## config.mk

```make
export PLATFORM = sky130hd
export DESIGN_NAME = store_pack_fifo_flat
export DESIGN_NICKNAME = d
export VERILOG_FILES = /design/src/rtl/store_pack_fifo_if.sv /design/src/rtl/store_pack_fifo.sv /design/src/flat_wrapper.sv
export SDC_FILE = /design/constraint.sdc
export NUM_CORES = 1
export LEC_CHECK = 0
export CAP_MARGIN = 20
export CELL_PAD_IN_SITES_DETAIL_PLACEMENT = 1
export CELL_PAD_IN_SITES_GLOBAL_PLACEMENT = 1
export CORE_MARGIN = 2
export CORE_UTILIZATION = 50
export DETAILED_ROUTE_END_ITERATION = 12
export PLACE_DENSITY_LB_ADDON = 0.25
export RECOVER_POWER = 50
export SYNTH_ARGS = -nofsm -noshare
export SYNTH_HDL_FRONTEND = slang
export SYNTH_SLANG_ARGS = --single-unit
export TNS_END_PERCENT = 10
```

## constraint.sdc

```tcl
create_clock -name clk -period 7.2 [get_ports clk]
set_input_delay 0.72 -clock clk [delete_from_list [all_inputs] [get_ports clk]]
set_output_delay 0.72 -clock clk [all_outputs]
set_load 0.01 [all_outputs]
```

## src/rtl/store_pack_fifo_if.sv

```systemverilog
// Store request / DM write handshake bundle for store_pack_fifo.
// The slave side is the FIFO; the master side is the store issue and DM port.
interface store_pack_fifo_if #(
  parameter int unsigned DEPTH = 4
);
  localparam int unsigned CNT_W = $clog2(DEPTH) + 1;

  logic             in_valid;
  logic             in_ready;
  logic [31:0]      in_addr;
  logic [31:0]      in_data;
  logic [1:0]       in_size;
  logic             out_valid;
  logic             out_ready;
  logic [31:0]      out_addr;
  logic [31:0]      out_data;
  logic [3:0]       out_be;
  logic [CNT_W-1:0] count;
  logic             full;
  logic             empty;
  logic             err;

  modport slave (
    input  in_valid, in_addr, in_data, in_size, out_ready,
    output in_ready, out_valid, out_addr, out_data, out_be, count, full, empty, err
  );

  modport master (
    output in_valid, in_addr, in_data, in_size, out_ready,
    input  in_ready, out_valid, out_addr, out_data, out_be, count, full, empty, err
  );
endinterface

```

## src/rtl/store_pack_fifo.sv

```systemverilog
// Packs sb/sh/sw register data into word-aligned write data plus byte enables and queues it for DM.
// Optional macro STORE_ALIGN_CHECK_EN rejects misaligned halfword/word stores like reserved size.
module store_pack_fifo #(
  parameter int unsigned DEPTH = 4
) (
  input  logic             clk,
  input  logic             reset_n,
  store_pack_fifo_if.slave bus
);
  localparam int unsigned PTR_W = $clog2(DEPTH);
  localparam int unsigned CNT_W = PTR_W + 1;

  typedef enum logic [1:0] {
    SZ_BYTE = 2'b00,
    SZ_HALF = 2'b01,
    SZ_WORD = 2'b10,
    SZ_RSVD = 2'b11
  } size_e;

  typedef struct packed {
    logic [31:0] addr;
    logic [31:0] data;
    logic [3:0]  be;
  } entry_t;

  entry_t           mem_q [DEPTH];
  entry_t           head_q, head_d;
  entry_t           new_entry;
  logic [PTR_W-1:0] wr_ptr_q, wr_ptr_d;
  logic [PTR_W-1:0] rd_ptr_q, rd_ptr_d;
  logic [CNT_W-1:0] count_q, count_d;
  logic             out_valid_q, out_valid_d;
  logic             err_q, err_d;
  logic             full_c, accept_c, legal_c, push_c, pop_c;

  assign full_c   = (count_q == CNT_W'(DEPTH));
  assign accept_c = bus.in_valid && !full_c;
  assign pop_c    = out_valid_q && bus.out_ready;

  // Lane replication, byte-enable generation and legality of the incoming request
  always_comb begin
    new_entry      = '0;
    new_entry.addr = {bus.in_addr[31:2], 2'b00};
    legal_c        = 1'b1;
    case (size_e'(bus.in_size))
      SZ_BYTE: begin
        new_entry.data = {4{bus.in_data[7:0]}};
        new_entry.be   = 4'b0001 << bus.in_addr[1:0];
      end
      SZ_HALF: begin
        new_entry.data = {2{bus.in_data[15:0]}};
        new_entry.be   = bus.in_addr[1] ? 4'b1100 : 4'b0011;
`ifdef STORE_ALIGN_CHECK_EN
        if (bus.in_addr[0]) legal_c = 1'b0;
`endif
      end
      SZ_WORD: begin
        new_entry.data = bus.in_data;
        new_entry.be   = 4'b1111;
`ifdef STORE_ALIGN_CHECK_EN
        if (bus.in_addr[1:0] != 2'b00) legal_c = 1'b0;
`endif
      end
      SZ_RSVD: legal_c = 1'b0;
    endcase
  end

  // Next-state: pointers, occupancy, and the head register that feeds the DM port
  always_comb begin
    push_c      = accept_c && legal_c;
    wr_ptr_d    = wr_ptr_q;
    rd_ptr_d    = rd_ptr_q;
    head_d      = head_q;
    if (push_c) wr_ptr_d = wr_ptr_q + PTR_W'(1);
    if (pop_c)  rd_ptr_d = rd_ptr_q + PTR_W'(1);
    count_d     = count_q + CNT_W'(push_c) - CNT_W'(pop_c);
    out_valid_d = (count_d != '0);
    err_d       = accept_c && !legal_c;
    // The new head is the entry being written this cycle when it lands at the next read slot
    if (out_valid_d) begin
      head_d = (push_c && (rd_ptr_d == wr_ptr_q)) ? new_entry : mem_q[rd_ptr_d];
    end
  end

  always_ff @(posedge clk or negedge reset_n) begin
    if (!reset_n) begin
      wr_ptr_q    <= '0;
      rd_ptr_q    <= '0;
      count_q     <= '0;
      head_q      <= '0;
      out_valid_q <= 1'b0;
      err_q       <= 1'b0;
    end else begin
      wr_ptr_q    <= wr_ptr_d;
      rd_ptr_q    <= rd_ptr_d;
      count_q     <= count_d;
      head_q      <= head_d;
      out_valid_q <= out_valid_d;
      err_q       <= err_d;
    end
  end

  // Payload storage needs no reset; only pointers and count define validity
  always_ff @(posedge clk) begin
    if (push_c) mem_q[wr_ptr_q] <= new_entry;
  end

  assign bus.in_ready  = !full_c;
  assign bus.out_valid = out_valid_q;
  assign bus.out_addr  = head_q.addr;
  assign bus.out_data  = head_q.data;
  assign bus.out_be    = head_q.be;
  assign bus.count     = count_q;
  assign bus.full      = full_c;
  assign bus.empty     = (count_q == '0);
  assign bus.err       = err_q;
endmodule

```

## src/flat_wrapper.sv

```systemverilog
// flat-port wrapper written by rule: the top's interface ports become plain ports
module store_pack_fifo_flat 
#(
  parameter int unsigned DEPTH = 4
)
  (clk, reset_n, bus_in_valid, bus_in_addr, bus_in_data, bus_in_size, bus_out_ready, bus_in_ready, bus_out_valid, bus_out_addr, bus_out_data, bus_out_be, bus_count, bus_full, bus_empty, bus_err);
  store_pack_fifo_if #(.DEPTH(DEPTH)) bus_i ();
  input  logic clk;
  input  logic reset_n;
  input wire logic [$bits(bus_i.in_valid)-1:0] bus_in_valid;
  input wire logic [$bits(bus_i.in_addr)-1:0] bus_in_addr;
  input wire logic [$bits(bus_i.in_data)-1:0] bus_in_data;
  input wire logic [$bits(bus_i.in_size)-1:0] bus_in_size;
  input wire logic [$bits(bus_i.out_ready)-1:0] bus_out_ready;
  output wire logic [$bits(bus_i.in_ready)-1:0] bus_in_ready;
  output wire logic [$bits(bus_i.out_valid)-1:0] bus_out_valid;
  output wire logic [$bits(bus_i.out_addr)-1:0] bus_out_addr;
  output wire logic [$bits(bus_i.out_data)-1:0] bus_out_data;
  output wire logic [$bits(bus_i.out_be)-1:0] bus_out_be;
  output wire logic [$bits(bus_i.count)-1:0] bus_count;
  output wire logic [$bits(bus_i.full)-1:0] bus_full;
  output wire logic [$bits(bus_i.empty)-1:0] bus_empty;
  output wire logic [$bits(bus_i.err)-1:0] bus_err;
  assign bus_i.in_valid = bus_in_valid;
  assign bus_i.in_addr = bus_in_addr;
  assign bus_i.in_data = bus_in_data;
  assign bus_i.in_size = bus_in_size;
  assign bus_i.out_ready = bus_out_ready;
  assign bus_in_ready = bus_i.in_ready;
  assign bus_out_valid = bus_i.out_valid;
  assign bus_out_addr = bus_i.out_addr;
  assign bus_out_data = bus_i.out_data;
  assign bus_out_be = bus_i.out_be;
  assign bus_count = bus_i.count;
  assign bus_full = bus_i.full;
  assign bus_empty = bus_i.empty;
  assign bus_err = bus_i.err;
  store_pack_fifo #(.DEPTH(DEPTH)) u_core (.clk(clk), .reset_n(reset_n), .bus(bus_i));
endmodule
```

# [Word-level counts from Yosys, hierarchy flattened]
# Memory sizes are Yosys's and may differ from the RTL's. A register that Yosys moved wholly into a read port is not among the register bits.
# Cells that the tools add are included.
[totals] regBits=41 ram_bits=264 inputBits=70 output_inout_bits=76 word_cells=34 mem_count=1
[memory_table] name="u_core.mem_q" words=4 word_bits=66 rd=1 rd_ports_with_merged_regs=1 write_ports=1 line="store_pack_fifo.sv:26" source="entry_t mem_q [DEPTH];"
[op_classes] n_addsub=4 eq_ne=5 shift=1 mux=7 n_reduce_logical=10
[op_table] operator="36-bit one-hot mux with 3 select lines" count=1
[op_table] operator="68-bit 2-to-1 mux" count=1
[op_table] operator="1-bit logical AND" count=5
[op_table] operator="2-bit by 1-bit adder with 2-bit output (second input constant)" count=2
[op_table] operator="2-bit == test (second input constant)" count=2
[op_table] operator="4-bit 2-to-1 mux" count=1
[op_table] operator="1-bit by 2-bit << shifter with 4-bit output (first input constant)" count=1
[op_table] operator="3-bit by 1-bit adder with 3-bit output" count=1
[op_table] operator="3-bit == test (second input constant)" count=1
[op_table] operator="3-bit zero test" count=1
[op_table] operator="1-bit 2-to-1 mux" count=3
[op_table] operator="3-bit nonzero test" count=1
[op_table] operator="3-bit by 1-bit subtractor with 3-bit output" count=1
[op_table] operator="2-bit by 1-bit == test with 1-bit output (second input constant)" count=1
[op_table] operator="2-bit == test" count=1
[op_table] operator="1-bit zero test" count=2
[op_table] operator="2-bit zero test" count=1
[op_table] operator="2-bit 2-to-1 mux" count=1

# [Logic depth before layout (Yosys ltp)]
# Gate-level depths: netlist of the first run.
[depth] ltp_word=7 depth_mapped=16 mapped_depth_nobuf=11

# [Worst setup path after synthesis of the first run]
# No wires, ideal clock.
[synth_path] path_type="in2reg" start="input bus_out_ready" end="register u_core.bus.out_data[5] (netlist name)" setup_time_ps=134 arrival_time_ps=3652 t_required_ps=7066 slack_ps=3415 cell_stages=15 path_buffers=5 cell_sequence="nand2_1 inv_2 clkbuf_1 buf_1 ha_1 inv_1 ha_1 fa_1 xnor3_1 or3_1 buf_2 clkbuf_1 clkbuf_1 nor2_1 a211oi_2"
[synth_between] elab_chain_len=3 word_cells_on_any_way=4 classes_between="add/sub: 1; mux: 1; reduce/logical: 2"
[synth_lines] element="from (decl)" line="flat_wrapper.sv:14" source="input wire logic [$bits(bus_i.out_ready)-1:0] bus_out_ready;"
[synth_lines] element="1-bit logical AND" line="store_pack_fifo.sv:38" source="assign pop_c = out_valid_q && bus.out_ready;"
[synth_lines] element="3-bit by 1-bit subtractor with 3-bit output" line="store_pack_fifo.sv:76" source="count_d = count_q + CNT_W'(push_c) - CNT_W'(pop_c);"
[synth_lines] element="net u_core.count_d[2]" line="store_pack_fifo.sv:31" source="logic [CNT_W-1:0] count_q, count_d;"
[synth_lines] element="3-bit nonzero test" line="store_pack_fifo.sv:77" source="out_valid_d = (count_d != '0);"
# The timed path passes the listed nets, and every way through them passes these cells.
# A chain may end at the register's enable or synchronous reset.

# [Final worst setup path of the first run]
[layout_path] start="input bus_in_size[1]" end="register u_core.bus.out_data[24] (netlist name)"
[layout_between] elab_chain_len=6
[layout_lines] element="from (decl)" line="flat_wrapper.sv:13" source="input wire logic [$bits(bus_i.in_size)-1:0] bus_in_size;"
[layout_lines] element="2-bit == test" line="store_pack_fifo.sv:45" source="case (size_e'(bus.in_size))"
[layout_lines] element="1-bit 2-to-1 mux" line="store_pack_fifo.sv:45"
[layout_lines] element="1-bit logical AND" line="store_pack_fifo.sv:70" source="push_c = accept_c && legal_c;"
[layout_lines] element="3-bit by 1-bit adder with 3-bit output" line="store_pack_fifo.sv:76"
[layout_lines] element="3-bit by 1-bit subtractor with 3-bit output" line="store_pack_fifo.sv:76"
[layout_lines] element="net u_core.count_d[2]" line="store_pack_fifo.sv:31"
[layout_lines] element="3-bit nonzero test" line="store_pack_fifo.sv:77"
# The timed path passes the listed nets, and every way through them passes these cells.

==> results of run 1 <==
flip-flops by register name, indices dropped and copies added, names as in the netlist:
| signal | count |
|---|---|
| u_core.bus.out_be | 4 |
| u_core.bus.out_data | 32 |
| u_core.rd_ptr_q | 2 |
| u_core.wr_ptr_q | 2 |
| u_core.bus.count | 3 |
| u_core.mem_q | 264 |
| u_core.bus.out_addr | 30 |
| u_core.bus.err | 1 |
| u_core.bus.out_valid | 1 |
metal layers:
metal	track usage, %	wire, um	part of all wire [%]
met1	36.1	18100	40
met2	50.0	22900	51
met3	3.65	2480	5.5
met5	0	0	0
met4	10.3	1320	2.9
area by class of cell:
| class | count | area, um^2 |
|---|---|---|
| fillers | 3072 | 12300 |
| flip-flops and latches | 339 | 9810 |
| multi-input cells | 792 | 4960 |
| repair buffers | 159 | 1560 |
| clock buffers | 52 | 1040 |
| well taps | 396 | 495 |
| inverters | 18 | 70.1 |
| clock inverters | 13 | 66.3 |
through the flow:
stage	util (%)	area, um^2	setup WS [ps]
2_1_floorplan	-	15300	3410
3_3_place_gp	55.6	16900	1680
3_5_place_dp	55.6	16900	1500
4_1_cts	59.3	18000	2020
5_1_grt	59.3	18000	933
6_report	59.3	18000	1320
cells by family (layout without fill, tap and decap cells):
group           after synthesis  after routing  share of synthesized area [%]
other cells                   1              2                         0.0245
mux                          76             76                           5.51
xor+xnor                      5              5                          0.376
simple gates                291            291                           8.54
compound gates              411            411                           17.1
buf+inv                     138            242                           3.74
fa+ha+maj                     7              7                          0.621
flops                       339            339                           64.1
cell usage in the layout, fill, tap and decap left out, types with 3 or more instances in the layout:
master and n:
sky130_fd_sc_hd__nand2_1 77, sky130_fd_sc_hd__mux2_2 66, sky130_fd_sc_hd__clkinv_2 4, sky130_fd_sc_hd__clkbuf_16 37
sky130_fd_sc_hd__clkdlybuf4s50_1 40, sky130_fd_sc_hd__and2_0 4, sky130_fd_sc_hd__a211oi_2 11, sky130_fd_sc_hd__a21o_1 16
sky130_fd_sc_hd__nor3_1 131, sky130_fd_sc_hd__mux2i_1 10, sky130_fd_sc_hd__buf_4 13, sky130_fd_sc_hd__xnor2_1 3
sky130_fd_sc_hd__clkbuf_1 12, sky130_fd_sc_hd__dfrtp_1 73, sky130_fd_sc_hd__ha_1 6, sky130_fd_sc_hd__dlygate4sd3_1 102
sky130_fd_sc_hd__o221ai_1 67, sky130_fd_sc_hd__a211oi_1 16, sky130_fd_sc_hd__a21oi_1 51, sky130_fd_sc_hd__edfxtp_1 264
sky130_fd_sc_hd__inv_1 16, sky130_fd_sc_hd__o21ai_0 141, sky130_fd_sc_hd__clkbuf_8 6, sky130_fd_sc_hd__clkinv_1 6
sky130_fd_sc_hd__nor2_1 65, sky130_fd_sc_hd__o22ai_1 104
worst paths after layout:
check / start / to / slack [ps] / cells after the start
worst max-delay path: bus_in_size[1] / u_core.bus.out_data[24] / 1320 / 10
worst min-delay path: u_core.bus.out_addr[2] / u_core.bus.out_addr[2] / 570 / 2
worst max register to register: u_core.bus.out_valid / u_core.bus.out_data[24] / 2330 / 10
worst min register to register: u_core.bus.out_addr[2] / u_core.bus.out_addr[2] / 570 / 2
max in group asynchronous: reset_n / u_core.rd_ptr_q[0] / 2120 / 2
min in group asynchronous: reset_n / u_core.bus.out_data[10] / 810 / 1
power by group:
group / switching (mW) / internal (mW)
Sequential: 0.329 / 2.65
Combinational: 2.01 / 1.26
Clock: 0.755 / 1.01
worst max-delay path, delay by kind of cell:
kind                     cells  cell delay (ps)
AND/OR/NAND/NOR              4             2500
buffers and inverters        2             1660
adder cells (fa/ha/maj)      2              680
XOR/XNOR                     1              410
AO/OA/AOI/OAI                1              170
==> Flow_metrics.wiki, run 1 <==
{| class="wikitable"
! Metric !! Value
|-
| Endpoints failing setup || 0
|-
| Number of synthesized flops with an enable pin || about 260
|-
| Max-Slew Margin vs Limit || -110%
|-
| Cell row count || between 60 and 70
|-
| Die height || between 150 and 200 um
|-
| Transition time at the pin with the least slew margin || between 3000 and 4000 ps
|-
| Clock Latency Late Sink || 520 ps
|-
| Cell count after synthesis || 1268
|-
| Dominant cell by count in the synthesized netlist || sky130_fd_sc_hd__edfxtp_1
|-
| Number of primary I/O pins || approximately 150
|-
| Clock Root Buffer || sky130_fd_sc_hd__clkbuf_16
|-
| P_leak || just over 6 nW
|-
| Fmax || 0.170 GHz
|-
| Setup repair after global routing missed its margin || false
|-
| Number of standard cells in the layout, taps in and fillers out || ~1800
|-
| Remaining DRCs || 0
|-
| Overflow after GRT || 0
|-
| Post-DR wirelength/cell || ~25 um
|-
| Pin count of the biggest net entering global routing || roughly 130
|-
| Share of synthesized flip-flops with an asynchronous set or reset || between 20 and 25%
|-
| Number of levels the H-tree was split into || 2
|-
| Antenna Cells || 0
|-
| Crit Path Class || input port to register
|-
| # clock sinks || between 300 and 400
|-
| CP max stage delay || about 1100 ps
|-
| First-iteration detailed-routing DRC count || 777
|-
| Final estimated routing congestion in global placement || 0.739
|-
| Total negative slack for setup checks || 0 ps
|-
| Post-layout minimum cycle time || slightly below 6000 ps
|-
| Clock buffers created by TritonCTS || 37
|-
| Count of maximum capacitance violations || 4
|-
| Number of routed nets with antenna violations || 0
|-
| DIE AREA || between 0.03 and 0.04 mm^2
|-
| Post-CTS sizing || 0
|-
| Via density || 6.52
|-
| Clock-pin transition on the worst setup and hold timing paths || around 60 ps
|-
| Final clock period utilization by the worst path || ~82%
|-
| Via count of the first global-routing pass || about 12000
|-
| Mean post-synth cell area || 12.1 um^2
|-
| Commonest cells in the netlist || sky130_fd_sc_hd__edfxtp_1, sky130_fd_sc_hd__o21ai_0, sky130_fd_sc_hd__nor3_1
|-
| Cell Count Post-Placement || 1703
|-
| Number of antenna violations at the first check in global routing || 0
|-
| Share of the synthesized area in the top cell type || between 50% and 60%
|-
| Post-CTS Hold Buffers || 0
|-
| Max IR drop VDD || ~460 uV
|-
| Cell at the slowest stage of the critical path || sky130_fd_sc_hd__clkbuf_1
|-
| Count of input and output buffers || around 140
|-
| Crit start category || input port
|-
| Min-delay worst type || register to register
|-
| Layout Area Growth over Synthesis || 17.6%
|-
| Global-route wire length before repair || 69500 um
|-
| Post-route worst hold slack || 574 ps
|-
| CTS tree || done
|-
| Number of warnings issued by yosys || 0
|-
| Starting utilization of the core area || between 50% and 60%
|-
| Clk buf depth || 3
|-
| Half-perimeter wire length of the detailed placement result || 24400 um
|-
| CP cell instances || dlygate4sd3_1 -> clkbuf_1 -> nand2_1 -> and3_1 -> ha_1 -> fa_1 -> xnor3_1 -> or3_4 -> and2_4 -> a211oi_1
|-
| Cell Pwr Density || between 400 and 500 mW/mm^2
|-
| Kind of end point of the critical path || register
|-
| Post-synthesis instance area || between 0.015 and 0.02 mm^2
|-
| Flop and latch count out of synthesis || roughly 340
|-
| Number of pins exceeding their max-slew limit in the final report || between 100 and 150
|-
| Dominant register cell in the synthesized netlist || sky130_fd_sc_hd__edfxtp_1
|-
| Critical path data required time || 7540 ps
|-
| Final Hold Viols || 0
|-
| Routed vias || around 12000
|-
| Synth cell types || 40
|-
| Overall die width || 179 um
|-
| Most area-consuming cells after synthesis || sky130_fd_sc_hd__edfxtp_1, sky130_fd_sc_hd__dfrtp_1, sky130_fd_sc_hd__mux2_2
|-
| Total chip power || around 8 mW
|-
| Total wire length || 44800 um
|-
| Global-route usage over all layers || about 28%
|-
| Library cell occupying the most area in the post-synthesis netlist || sky130_fd_sc_hd__edfxtp_1
|-
| Layout net count || 1424
|-
| Placeable core area || slightly above 0.03 mm^2
|-
| Result of the run || complete, but fails checks
|-
| Post CTS Setup Buffer Count || 0
|-
| DRT Pass-1 Iters || 5
|-
| Fraction of layout instances using a drive strength above 1 || between 10% and 20%
|-
| Violations in the final reports || capacitance limit, slew limit
|-
| Arrival time of data at the critical path endpoint || roughly 6200 ps
|-
| Maximum fanout along the worst path || 69
|-
| Sequential share of the synthesized area || 64.1%
|-
| Clock skew || 16.6 ps
|}
Note: power is estimated with default switching activity, not from simulation.
==> inputs of run 2 (changes only) <==
Settings changed: CORE_UTILIZATION 50 to 47.
Clock period 7.2 ns to 5.7 ns, I/O delays scaled along.
==> run 2 against run 1 <==
Net effect:
- the flow still finishes with violations (capacitance limit, slew limit)
- final area grew 1.5%
- global-route usage fell by 1.7 points
- hold slack worse by 13 ps
- clock power increased by 42%
- sequential power grew 28%
- power grew 30%
- critical endpoint is now u_core.bus.out_be[0]
- largest cell class unchanged
- highest routed layer unchanged
==> Flow_metrics.wiki, run 2 (synthesized netlist as in run 1, its figures left out) <==
{| class="wikitable"
! Metric !! Value
|-
| Share of power burned in registers || 36.6%
|-
| Post-CTS Hold Buffers || 0
|-
| Clock skew || 11.5 ps
|-
| P_leak || around 6.3 nW
|-
| WL met1 || roughly 19000 um
|-
| DRT Pass-1 Iters || 5
|-
| Layout Area Growth over Synthesis || 19.4%
|-
| Hold path endpoint || u_core.bus.out_addr[8]
|-
| Largest register by flop count || u_core.mem_q
|-
| Number of levels the H-tree was split into || 2
|-
| Total area of sequential cells || 0.00981 mm^2
|-
| Crit Path Class || register to register
|-
| Highest-count cells in the layout ignoring fill and taps || sky130_fd_sc_hd__edfxtp_1, sky130_fd_sc_hd__o21ai_0, sky130_fd_sc_hd__nor3_1
|-
| Maximum fanout along the worst path || 48
|-
| Kind of end point of the critical path || register
|-
| # clock sinks || 339
|-
| Post-CTS sizing || 0
|-
| Origin of the worst min-delay path || u_core.bus.out_addr[8]
|-
| CP cell instances || or3b_1 -> and3_1 -> ha_1 -> fa_1 -> xnor3_1 -> or3_4 -> o211ai_4 -> buf_12 -> nor2_1 -> a211oi_1
|-
| First-iteration detailed-routing DRC count || roughly 1000
|-
| Number of antenna violations at the first check in global routing || 0
|-
| Switching Share || between 30% and 40%
|-
| Half-perimeter wire length of the detailed placement result || 24800 um
|-
| Worst reg2reg setup slack || around 1600 ps
|-
| Met3 wirelength from detailed routing || around 2500 um
|-
| Transition time at the pin with the least slew margin || roughly 2800 ps
|-
| Number of buffers and inverters on the critical path || 1
|-
| Number of instances on the worst hold path || 2
|-
| Total negative slack for setup checks || 0 ps
|-
| Setup repair after global routing missed its margin || false
|-
| Number of routed nets with antenna violations || 0
|-
| Cell internal pwr || 6.45 mW
|-
| Final estimated routing congestion in global placement || ~0.73
|-
| Critical register-to-register path endpoint || u_core.bus.out_be[0]
|-
| Pin count of the biggest net entering global routing || between 100 and 150
|-
| Critical path data required time || approximately 6000 ps
|-
| Share of total power in the clock network || about a quarter
|-
| Net Switching || ~4.0 mW
|-
| Source of the worst register-to-register timing path || u_core.bus.count[1]
|-
| Layout net count || about 1400
|-
| Clock buffers created by TritonCTS || 37
|-
| Die height || between 150 and 200 um
|-
| DIE AREA || 0.0340 mm^2
|-
| Fraction of layout instances using a drive strength above 1 || around an eighth
|-
| Clk buf depth || 3
|-
| Cell family contributing the most delay on the critical path || simple AND/OR/NAND/NOR gates
|-
| CP max stage delay || around 490 ps
|-
| Final Hold Viols || 0
|-
| Crit start category || register
|-
| Max IR drop VDD || roughly 460 uV
|-
| Post-route worst hold slack || 560 ps
|-
| Violations in the final reports || capacitance limit, slew limit
|-
| CTS tree || done
|-
| Final clock period utilization by the worst path || around 72%
|-
| Arrival time of data at the critical path endpoint || about 4500 ps
|-
| Clock Latency Late Sink || about 530 ps
|-
| Endpoints failing setup || 0
|-
| Depth of the worst register-to-register path || 10
|-
| Overflow after GRT || 0
|-
| Routed vias || about 11000
|-
| Max-Slew Margin vs Limit || -87.2%
|-
| Antenna Cells || 0
|-
| Total wire length || around 45000 um
|-
| Top metal layer carrying routed signals || met4
|-
| Min-delay worst type || register to register
|-
| Global-route wire length before repair || 69300 um
|-
| Remaining DRCs || 0
|-
| Post-DR wirelength/cell || approximately 25 um
|-
| Count of maximum capacitance violations || 2
|-
| Starting utilization of the core area || 47.4%
|-
| Global-route usage over all layers || between 20% and 30%
|-
| Count of input and output buffers || 143
|-
| Number of primary I/O pins || approximately 150
|-
| Result of the run || complete, but fails checks
|-
| Cell row count || 66
|-
| Routed length on met2 || 22500 um
|-
| Fmax || 0.243 GHz
|-
| Number of fillers in the final layout || ~3200
|-
| Number of pins exceeding their max-slew limit in the final report || 72
|-
| Max reg flops || around 260
|-
| Most frequent standard cell in the layout excluding fill and tap cells || sky130_fd_sc_hd__edfxtp_1
|-
| Post-layout minimum cycle time || a little over 4000 ps
|-
| Post CTS Setup Buffer Count || 0
|-
| Via count of the first global-routing pass || 12200
|-
| Via density || around 6.3
|-
| Multi-input gate area in the final layout || between 0.004 and 0.005 mm^2
|-
| Placeable core area || between 0.03 and 0.04 mm^2
|-
| Cell Pwr Density || 571 mW/mm^2
|-
| Clock-pin transition on the worst setup and hold timing paths || around 60 ps
|-
| Part of the power in combinational logic || about two fifths
|-
| Overall die width || ~180 um
|-
| Clock Root Buffer || sky130_fd_sc_hd__clkbuf_16
|-
| Cell at the slowest stage of the critical path || sky130_fd_sc_hd__or3_4
|}
run 2: changes by cell type in the layout (fill, tap and decap cells not counted), moves of 2 or more:
cell                        delta
sky130_fd_sc_hd__and2_4        +4
sky130_fd_sc_hd__clkinv_1      -4
sky130_fd_sc_hd__buf_4         +5
sky130_fd_sc_hd__bufinv_16     +4
sky130_fd_sc_hd__clkbuf_16     +2
sky130_fd_sc_hd__and2_0        -4
sky130_fd_sc_hd__buf_12        +2
run 2: worst min-delay path, cell delays in order, from the launching register on:
cell and delay [ps]:
sky130_fd_sc_hd__dfrtp_1 330, sky130_fd_sc_hd__o22ai_1 80, sky130_fd_sc_hd__a21oi_1 100
run 2: metrics by stage:
step | instance area, um^2 | util, % | worst slack (ps) | instances | power (mW)
3_5_place_dp | 17000 | 52.6 | 1240 | 1754 | 8.02
6_report | 18300 | 56.6 | 1580 | 1823 | 10.4
2_1_floorplan | 15300 | - | 2060 | 1269 | 6.40
3_3_place_gp | 17000 | 52.6 | 1420 | 1754 | 7.83
4_1_cts | 18300 | 56.6 | 1590 | 1822 | 10.6
5_1_grt | 18300 | 56.6 | 1440 | 1823 | 11.0
run 2: cell type report:
type,instances,area share (%)
clock buffers,54,5.98
flip-flops and latches,339,53.7
multi-input cells,792,27.2
well taps,442,3.03
clock inverters,14,0.965
inverters,18,0.383
repair buffers,164,8.78
run 2: power by group through the flow:
stage	sequential (mW)	clock, mW	combinational [mW]
6_report	3.81	2.50	4.11
5_1_grt	3.88	2.62	4.48
4_1_cts	3.82	2.53	4.20
3_5_place_dp	3.86	0	4.16
3_3_place_gp	3.83	0	4.00
2_1_floorplan	3.72	0	2.68
run 2: layer usage:
layer | global-route usage, % | vias up
li1 | - | 5062
met1 | 34.2 | 5896
met2 | 45.6 | 430
met3 | 4.21 | 101
met4 | 10.7 | 0
met5 | 0 | -
run 2: how the worst max path moves through the flow:
stage                        startpoint                     end  slack, ps  cells after the start
detailed placement        bus_out_ready    u_core.bus.out_be[0]       1240                     13
global route        u_core.bus.count[1]    u_core.bus.out_be[0]       1440                     10
CTS                 u_core.bus.count[1]    u_core.bus.out_be[0]       1590                     10
finish              u_core.bus.count[1]    u_core.bus.out_be[0]       1580                     10
floorplan                 bus_out_ready  u_core.bus.out_data[5]       2060                     15
global placement          bus_out_ready    u_core.bus.out_be[3]       1420                     13
